[src/rtl/bp_me_pkg.sv]
// rtl/bp_me_pkg.sv - shared FSM and error-code types for the CCE message monitor
package bp_me_pkg;

  typedef enum logic [1:0] {
    e_run    = 2'd0,
    e_frozen = 2'd1,
    e_error  = 2'd2
  } mon_state_e;

  typedef enum logic [1:0] {
    e_err_none      = 2'b00,
    e_err_overflow  = 2'b01,
    e_err_underflow = 2'b10
  } mon_err_e;

endpackage

[src/rtl/bp_me_cce_msg_monitor_fifo.sv]
// rtl/bp_me_cce_msg_monitor_fifo.sv - valid->yumi trace FIFO, power-of-two depth
// A full FIFO still accepts a write in the cycle its head is consumed.
module bp_me_cce_msg_monitor_fifo #(
  parameter int width_p = 19,
  parameter int els_p   = 8
) (
  input  logic               clk_i,
  input  logic               reset_n_i,
  input  logic               clear_i,
  input  logic               v_i,
  input  logic [width_p-1:0] data_i,
  output logic               ready_o,
  output logic               v_o,
  output logic [width_p-1:0] data_o,
  input  logic               yumi_i
);
  localparam int lg_els_lp = $clog2(els_p);
  localparam logic [lg_els_lp-1:0] ptr_one_lp = lg_els_lp'(1);
  localparam logic [lg_els_lp:0]   cnt_one_lp = (lg_els_lp+1)'(1);
  localparam logic [lg_els_lp:0]   cnt_full_lp = (lg_els_lp+1)'(els_p);

  logic [width_p-1:0]   mem_q [els_p];
  logic [lg_els_lp-1:0] wptr_q, rptr_q;
  logic [lg_els_lp:0]   cnt_q;
  logic                 enq, deq;

  assign v_o     = (cnt_q != '0);
  assign ready_o = (cnt_q != cnt_full_lp) | yumi_i;
  assign enq     = v_i & ready_o;
  assign deq     = yumi_i & v_o;
  assign data_o  = mem_q[rptr_q];

  always_ff @(posedge clk_i or negedge reset_n_i) begin
    if (!reset_n_i) begin
      wptr_q <= '0;
      rptr_q <= '0;
      cnt_q  <= '0;
    end else if (clear_i) begin
      wptr_q <= '0;
      rptr_q <= '0;
      cnt_q  <= '0;
    end else begin
      if (enq) wptr_q <= wptr_q + ptr_one_lp;
      if (deq) rptr_q <= rptr_q + ptr_one_lp;
      case ({enq, deq})
        2'b10:   cnt_q <= cnt_q + cnt_one_lp;
        2'b01:   cnt_q <= cnt_q - cnt_one_lp;
        default: cnt_q <= cnt_q;
      endcase
    end
  end

  // Storage needs no reset: occupancy is tracked by the pointers and count.
  always_ff @(posedge clk_i) begin
    if (enq) mem_q[wptr_q] <= data_i;
  end

endmodule

[src/rtl/bp_me_cce_msg_monitor.sv]
// rtl/bp_me_cce_msg_monitor.sv - per-channel fire counters, outstanding mem tracker, trace
// Trace FIFO and drop counter exist only when BP_ME_CCE_MON_TRACE_FIFO_EN is defined.
module bp_me_cce_msg_monitor
  import bp_me_pkg::*;
#(
  parameter int num_chan_p        = 5,
  parameter int cnt_width_p       = 32,
  parameter int max_outstanding_p = 16,
  parameter int mem_cmd_chan_p    = 3,
  parameter int mem_resp_chan_p   = 4,
  parameter int trace_els_p       = 8,
  parameter int ts_width_p        = 16
) (
  input  logic                                         clk_i,
  input  logic                                         reset_n_i,
  input  logic                                         freeze_i,
  input  logic                                         clear_i,
  input  logic [num_chan_p-1:0]                        v_i,
  input  logic [num_chan_p-1:0]                        hs_i,
  output logic [num_chan_p*cnt_width_p-1:0]            count_o,
  output logic [$clog2(max_outstanding_p+1)-1:0]       outstanding_o,
  output logic                                         error_o,
  output logic [1:0]                                   err_code_o,
  output logic                                         trace_v_o,
  output logic [$clog2(num_chan_p)+ts_width_p-1:0]     trace_data_o,
  input  logic                                         trace_yumi_i,
  output logic [cnt_width_p-1:0]                       drop_o
);
  localparam int out_w_lp = $clog2(max_outstanding_p+1);
  localparam logic [cnt_width_p-1:0] cnt_one_lp = cnt_width_p'(1);
  localparam logic [out_w_lp-1:0]    out_one_lp = out_w_lp'(1);
  localparam logic [out_w_lp-1:0]    out_max_lp = out_w_lp'(max_outstanding_p);
  localparam logic [ts_width_p-1:0]  ts_one_lp  = ts_width_p'(1);

  logic [num_chan_p-1:0]                  fire;
  logic                                   cmd_only, resp_only, ovf, udf;
  logic [num_chan_p-1:0][cnt_width_p-1:0] cnt_q, cnt_d;
  logic [ts_width_p-1:0]                  ts_q;
  logic [out_w_lp-1:0]                    out_q, out_d;
  mon_state_e                             state_q, state_d;
  mon_err_e                               err_q, err_d;

  assign fire      = v_i & hs_i;
  assign cmd_only  = fire[mem_cmd_chan_p] & ~fire[mem_resp_chan_p];
  assign resp_only = fire[mem_resp_chan_p] & ~fire[mem_cmd_chan_p];

  always_comb begin
    cnt_d = cnt_q;
    if (clear_i) begin
      cnt_d = '0;
    end else if (!freeze_i) begin
      for (int c = 0; c < num_chan_p; c++) begin
        if (fire[c] && (cnt_q[c] != '1)) cnt_d[c] = cnt_q[c] + cnt_one_lp;
      end
    end
  end

  // Outstanding saturates at both ends; the first bound violation latches the cause.
  always_comb begin
    out_d   = out_q;
    state_d = state_q;
    err_d   = err_q;
    ovf     = 1'b0;
    udf     = 1'b0;
    if (clear_i) begin
      out_d   = '0;
      state_d = e_run;
      err_d   = e_err_none;
    end else begin
      if (!freeze_i) begin
        if (cmd_only) begin
          if (out_q == out_max_lp) ovf = 1'b1;
          else                     out_d = out_q + out_one_lp;
        end else if (resp_only) begin
          if (out_q == '0) udf = 1'b1;
          else             out_d = out_q - out_one_lp;
        end
      end
      if (state_q != e_error) begin
        if (ovf) begin
          state_d = e_error;
          err_d   = e_err_overflow;
        end else if (udf) begin
          state_d = e_error;
          err_d   = e_err_underflow;
        end else begin
          state_d = freeze_i ? e_frozen : e_run;
        end
      end
    end
  end

  always_ff @(posedge clk_i or negedge reset_n_i) begin
    if (!reset_n_i) begin
      cnt_q   <= '0;
      ts_q    <= '0;
      out_q   <= '0;
      state_q <= e_run;
      err_q   <= e_err_none;
    end else begin
      cnt_q   <= cnt_d;
      out_q   <= out_d;
      state_q <= state_d;
      err_q   <= err_d;
      if (!freeze_i) ts_q <= ts_q + ts_one_lp;
    end
  end

  assign count_o       = cnt_q;
  assign outstanding_o = out_q;
  assign error_o       = (state_q == e_error);
  assign err_code_o    = err_q;

`ifdef BP_ME_CCE_MON_TRACE_FIFO_EN
  localparam int lg_chan_lp = $clog2(num_chan_p);
  localparam int nf_w_lp    = lg_chan_lp + 1;
  localparam int drop_w_lp  = cnt_width_p + 1;

  logic [lg_chan_lp-1:0]  first_idx;
  logic [nf_w_lp-1:0]     n_fire;
  logic                   fifo_ready, enq, deq_yumi;
  logic [cnt_width_p-1:0] drop_q, drop_d;
  logic [drop_w_lp-1:0]   drop_sum;

  always_comb begin
    first_idx = '0;
    n_fire    = '0;
    for (int c = num_chan_p-1; c >= 0; c--) begin
      if (fire[c]) first_idx = lg_chan_lp'(c);
    end
    for (int c = 0; c < num_chan_p; c++) begin
      n_fire = n_fire + nf_w_lp'(fire[c]);
    end
  end

  assign enq      = ~freeze_i & ~clear_i & (|fire) & fifo_ready;
  assign deq_yumi = trace_yumi_i & trace_v_o;
  // Every firing channel that did not make it into the FIFO is a drop.
  assign drop_sum = {1'b0, drop_q} + drop_w_lp'(n_fire - nf_w_lp'(enq));

  always_comb begin
    drop_d = drop_q;
    if (clear_i)        drop_d = '0;
    else if (!freeze_i) drop_d = drop_sum[cnt_width_p] ? '1 : drop_sum[cnt_width_p-1:0];
  end

  always_ff @(posedge clk_i or negedge reset_n_i) begin
    if (!reset_n_i) drop_q <= '0;
    else            drop_q <= drop_d;
  end

  bp_me_cce_msg_monitor_fifo #(
    .width_p(lg_chan_lp + ts_width_p),
    .els_p  (trace_els_p)
  ) u_fifo (
    .clk_i    (clk_i),
    .reset_n_i(reset_n_i),
    .clear_i  (clear_i),
    .v_i      (enq),
    .data_i   ({first_idx, ts_q}),
    .ready_o  (fifo_ready),
    .v_o      (trace_v_o),
    .data_o   (trace_data_o),
    .yumi_i   (deq_yumi)
  );

  assign drop_o = drop_q;
`else
  logic unused_trace;
  assign unused_trace = (^{trace_yumi_i, ts_q}) ^ (trace_els_p > 0);
  assign trace_v_o    = 1'b0;
  assign trace_data_o = '0;
  assign drop_o       = '0;
`endif

endmodule

[config.mk]
export PLATFORM = sky130hd
export DESIGN_NAME = bp_me_cce_msg_monitor
export DESIGN_NICKNAME = d
export VERILOG_FILES = /design/src/rtl/bp_me_pkg.sv /design/src/rtl/bp_me_cce_msg_monitor_fifo.sv /design/src/rtl/bp_me_cce_msg_monitor.sv
export SDC_FILE = /design/constraint.sdc
export NUM_CORES = 1
export LEC_CHECK = 0
export ABC_AREA = 0
export BUFFER_PORTS_ARGS = -buffer_cell sky130_fd_sc_hd__buf_4
export CAP_MARGIN = 20
export CORE_MARGIN = 5
export CORE_UTILIZATION = 45
export CTS_BUF_LIST = sky130_fd_sc_hd__clkbuf_2
export DETAILED_ROUTE_END_ITERATION = 8
export PLACE_DENSITY = 0.76
export SETUP_SLACK_MARGIN = 0.4
export SLEW_MARGIN = 15
export SYNTH_ARGS = -nofsm -noshare
export SYNTH_HDL_FRONTEND = slang
export SYNTH_SLANG_ARGS = --single-unit
[constraint.sdc]
create_clock -name clk_i -period 2.9 [get_ports clk_i]
set_input_delay 0.145 -clock clk_i [delete_from_list [all_inputs] [get_ports clk_i]]
set_output_delay 0.145 -clock clk_i [all_outputs]
set_load 0.005 [all_outputs]
==> flow_summary_export.csv <==
group,metric,value,unit
placed_design,post-place-cells,1546,
cells_and_area,final_cell_mix,"208 x buf_4, 168 x dfrtp_1, 114 x a21oi_1",
worst_setup_path,crit_path_top_delay_cell,"or4_4",
logic_synthesis,synth-edff-count,0,
detailed_routing,vias,9405,
grt,grt_pass1_wl,43100,µm
logic_synthesis,ys_ff_latch,169,
cells_and_area,drive_gt1_share,21.3,%
detailed_routing,drtPass1Iterations,5,
clocking,clkLatencyLatePin,740,ps
logic_synthesis,synth_cell_types,61,
cells_and_area,num-fill-cells,1952,
worst_setup_path,max_stage_delay,560,ps
timing,max_clock_freq,0.422,GHz
cells_and_area,instances_no_fill,1602,
grt,antenna_found_initial,1,
worst_hold_path,hold_path.class,"primary input to register",
floorplan,core,21800,µm²
placed_design,gp_congestion,0.881,
timing,min_period,2370,ps
floorplan,start_util,45.7,%
cells_and_area,final_common_cell,"buf_4",
timing,clock_skew,43.3,ps
status,status,"finished clean",
worst_setup_path,setup.worst_path.start_class,"register",
detailed_routing,vias_per_cell,5.87,
logic_synthesis,synthTopCellsByArea,"dfrtp_1 43%, a21oi_1 5.7%, or4_1 4.2%",
logic_synthesis,yosys.area.top_type_share,42.5,%
power,leakagePower,4.93,nW
logic_synthesis,synth_top_area_cell,"dfrtp_1",
worst_setup_path,worstPathArrival,3040,ps
logic_synthesis,syn_area,9940,µm²
flow_run,maxCapViolCount,0,
cells_and_area,final_core_util,55.2,%
timing,period_share,81.7,%
cells_and_area,multi_input_area,5260,µm²
cells_and_area,regArea,4230,µm²
power,power.total,3.98,mW
logic_synthesis,synth_flop_cell,"dfrtp_1",
clocking,cts_num_sinks,169,
detailed_routing,drt-wirelength-per-cell,16.8,µm
grt,grt_usage,20.7,%
timing,slew_headroom,52.3,%
timing,setup_viol,0,
worst_setup_path,path_cells,"ha_1 > nand3_2 > or4_4 > a21o_1 > or4_1 > a21oi_1",
floorplan,die_height,159,µm
worst_setup_path,worstPathRequired,3570,ps
timing,finalSetupTns,0,ps
clocking,cts_made_buffers,17,
logic_synthesis,synth_cells,1113,
power,irDropWorstVdd,0.227,mV
grt,grt_max_degree,73,
floorplan,die_width,159,µm
detailed_routing,drcViolationCount,0,
logic_synthesis,ys_warn_count,0,
power,power.density,332,nW/µm²
floorplan,io_pins,235,
clocking,htreeDepth,4,
grt,grt.overflow.total,0,
detailed_routing,first_iter_violations,565,
worst_setup_path,path_class,"register to register",
worst_setup_path,end_kind,"register",
detailed_routing,antenna_left,0,
logic_synthesis,synth_area_per_cell,8.93,µm²
cells_and_area,nets,1333,
timing,tightest_slew,716,ps
floorplan,dieArea,25200,µm²
clocking,clk_pin_slew,290,ps
grt,grt_pass1_vias,8578,
timing,hold_viol,0,
timing,rsz0062_at_grt,"false",
floorplan,rows,54,
logic_synthesis,async_reset_ff_share,100,%
clocking,max-clock-path-buffers,2,
placed_design,portBuffers,181,
clocking,cts_tree,"yes",
timing,maxSlewViolCount,0,
placed_design,dpl.hpwl,18700,µm
clocking,cts_root_buf,"clkbuf_2",
worst_setup_path,critPathMaxFanout,11,
logic_synthesis,seq_area_frac_synth,42.5,%
cells_and_area,area_delta_synth_final,20.7,%
detailed_routing,totalWireLength,26800,µm
-- metrics by stage --
step	instance area, µm²	worst slack [ps]	hold WS [ps]
global route	12000	381	312
finish	12000	530	403
detailed placement	11500	409	236
CTS	11900	431	339
floorplan	10100	609	-151
global placement	11500	480	230
-- synthesized netlist by cell type, drive strengths merged (14+ instances only) --
master and number:
o31ai 50, nor4 21, inv 26, clkbuf 41, xnor2 29, and4 14, nor3 16, buf 63
dfrtp 169, a21oi 114, nand2 62, o21ai 61, nand4 51, or3 60, nor2 73, or4 56
nand3 57
-- metal layers --
metal  vias up  GRT usage, %  part of all wire [%]
met5         -             0                     0
met4         0          6.05                   1.7
met3        27          4.02                   6.3
met2       338          33.1                    48
met1      4550          28.6                    44
li1       4490             -                     -
-- worst paths after layout --
path                                            from                        end  slack [ps]  cells past startpoint
min in group asynchronous                  reset_n_i    count_o[79]$_DFFE_PN0P_         510                      3
min reg2reg                err_code_o[0]$_DFFE_PN0P_  err_code_o[0]$_DFFE_PN0P_         540                      2
min                                          clear_i    count_o[54]$_DFFE_PN0P_         400                      3
max                         count_o[129]$_DFFE_PN0P_   count_o[148]$_DFFE_PN0P_         530                      6
max reg2reg                 count_o[129]$_DFFE_PN0P_   count_o[148]$_DFFE_PN0P_         530                      6
max in group asynchronous                  reset_n_i    count_o[91]$_DFFE_PN0P_        1620                      4
-- power by group --
group / internal, mW / leakage (nW) / switching, mW / total (mW)
clock network: 0.403 / 0.129 / 0.902 / 1.30
logic: 0.0980 / 2.44 / 0.188 / 0.286
registers: 2.37 / 2.36 / 0.0166 / 2.39
total: 2.88 / 4.93 / 1.11 / 3.98
-- flip-flops by register name, summed over array words and instances, names as in the netlist --
register / flops
outstanding_o: 5
count_o: 160
err_code_o: 2
state_q: 2
-- cell type report --
class	instances	area share [%]
Antenna cell	1	0.0208
Clock buffer	18	0.751
Clock inverter	13	1.23
Inverter	26	0.813
Multi-Input combinational cell	864	43.8
Sequential cell	169	35.2
Tap cell	280	2.92
Timing Repair Buffer	231	15.2
-- critical path, delay by kind of cell, from the launching register on --
family | cells | cell delay [ps]
flops | 1 | 460
compound gates | 2 | 450
fa+ha+maj | 1 | 190
simple gates | 3 | 1230
-- logic make-up (layout without fill, tap and decap cells) --
| kind of cell | count (synthesis) | in the layout | share of synthesized area, % |
|---|---|---|---|
| AOI/OAI and AO/OA | 275 | 275 | 16.6 |
| and+or+nand+nor | 475 | 475 | 27.5 |
| xor gates and xnor gates | 36 | 36 | 3.17 |
| adders and majority gates | 9 | 9 | 1.13 |
| other | 1 | 53 | 0.0377 |
| muxes | 17 | 17 | 1.88 |
| buffers and inverters | 131 | 288 | 7.12 |
| DFF | 169 | 169 | 42.5 |
-- repair_timing --
action	4_1_cts	5_1_grt
setup endpoints to repair	5	40
setup buffers	3	3
hold buffers	18	0
endpoints found under the hold margin	237	0
gates resized for setup	2	9
pin swaps	1	0
(Power assumes the default switching activity.)
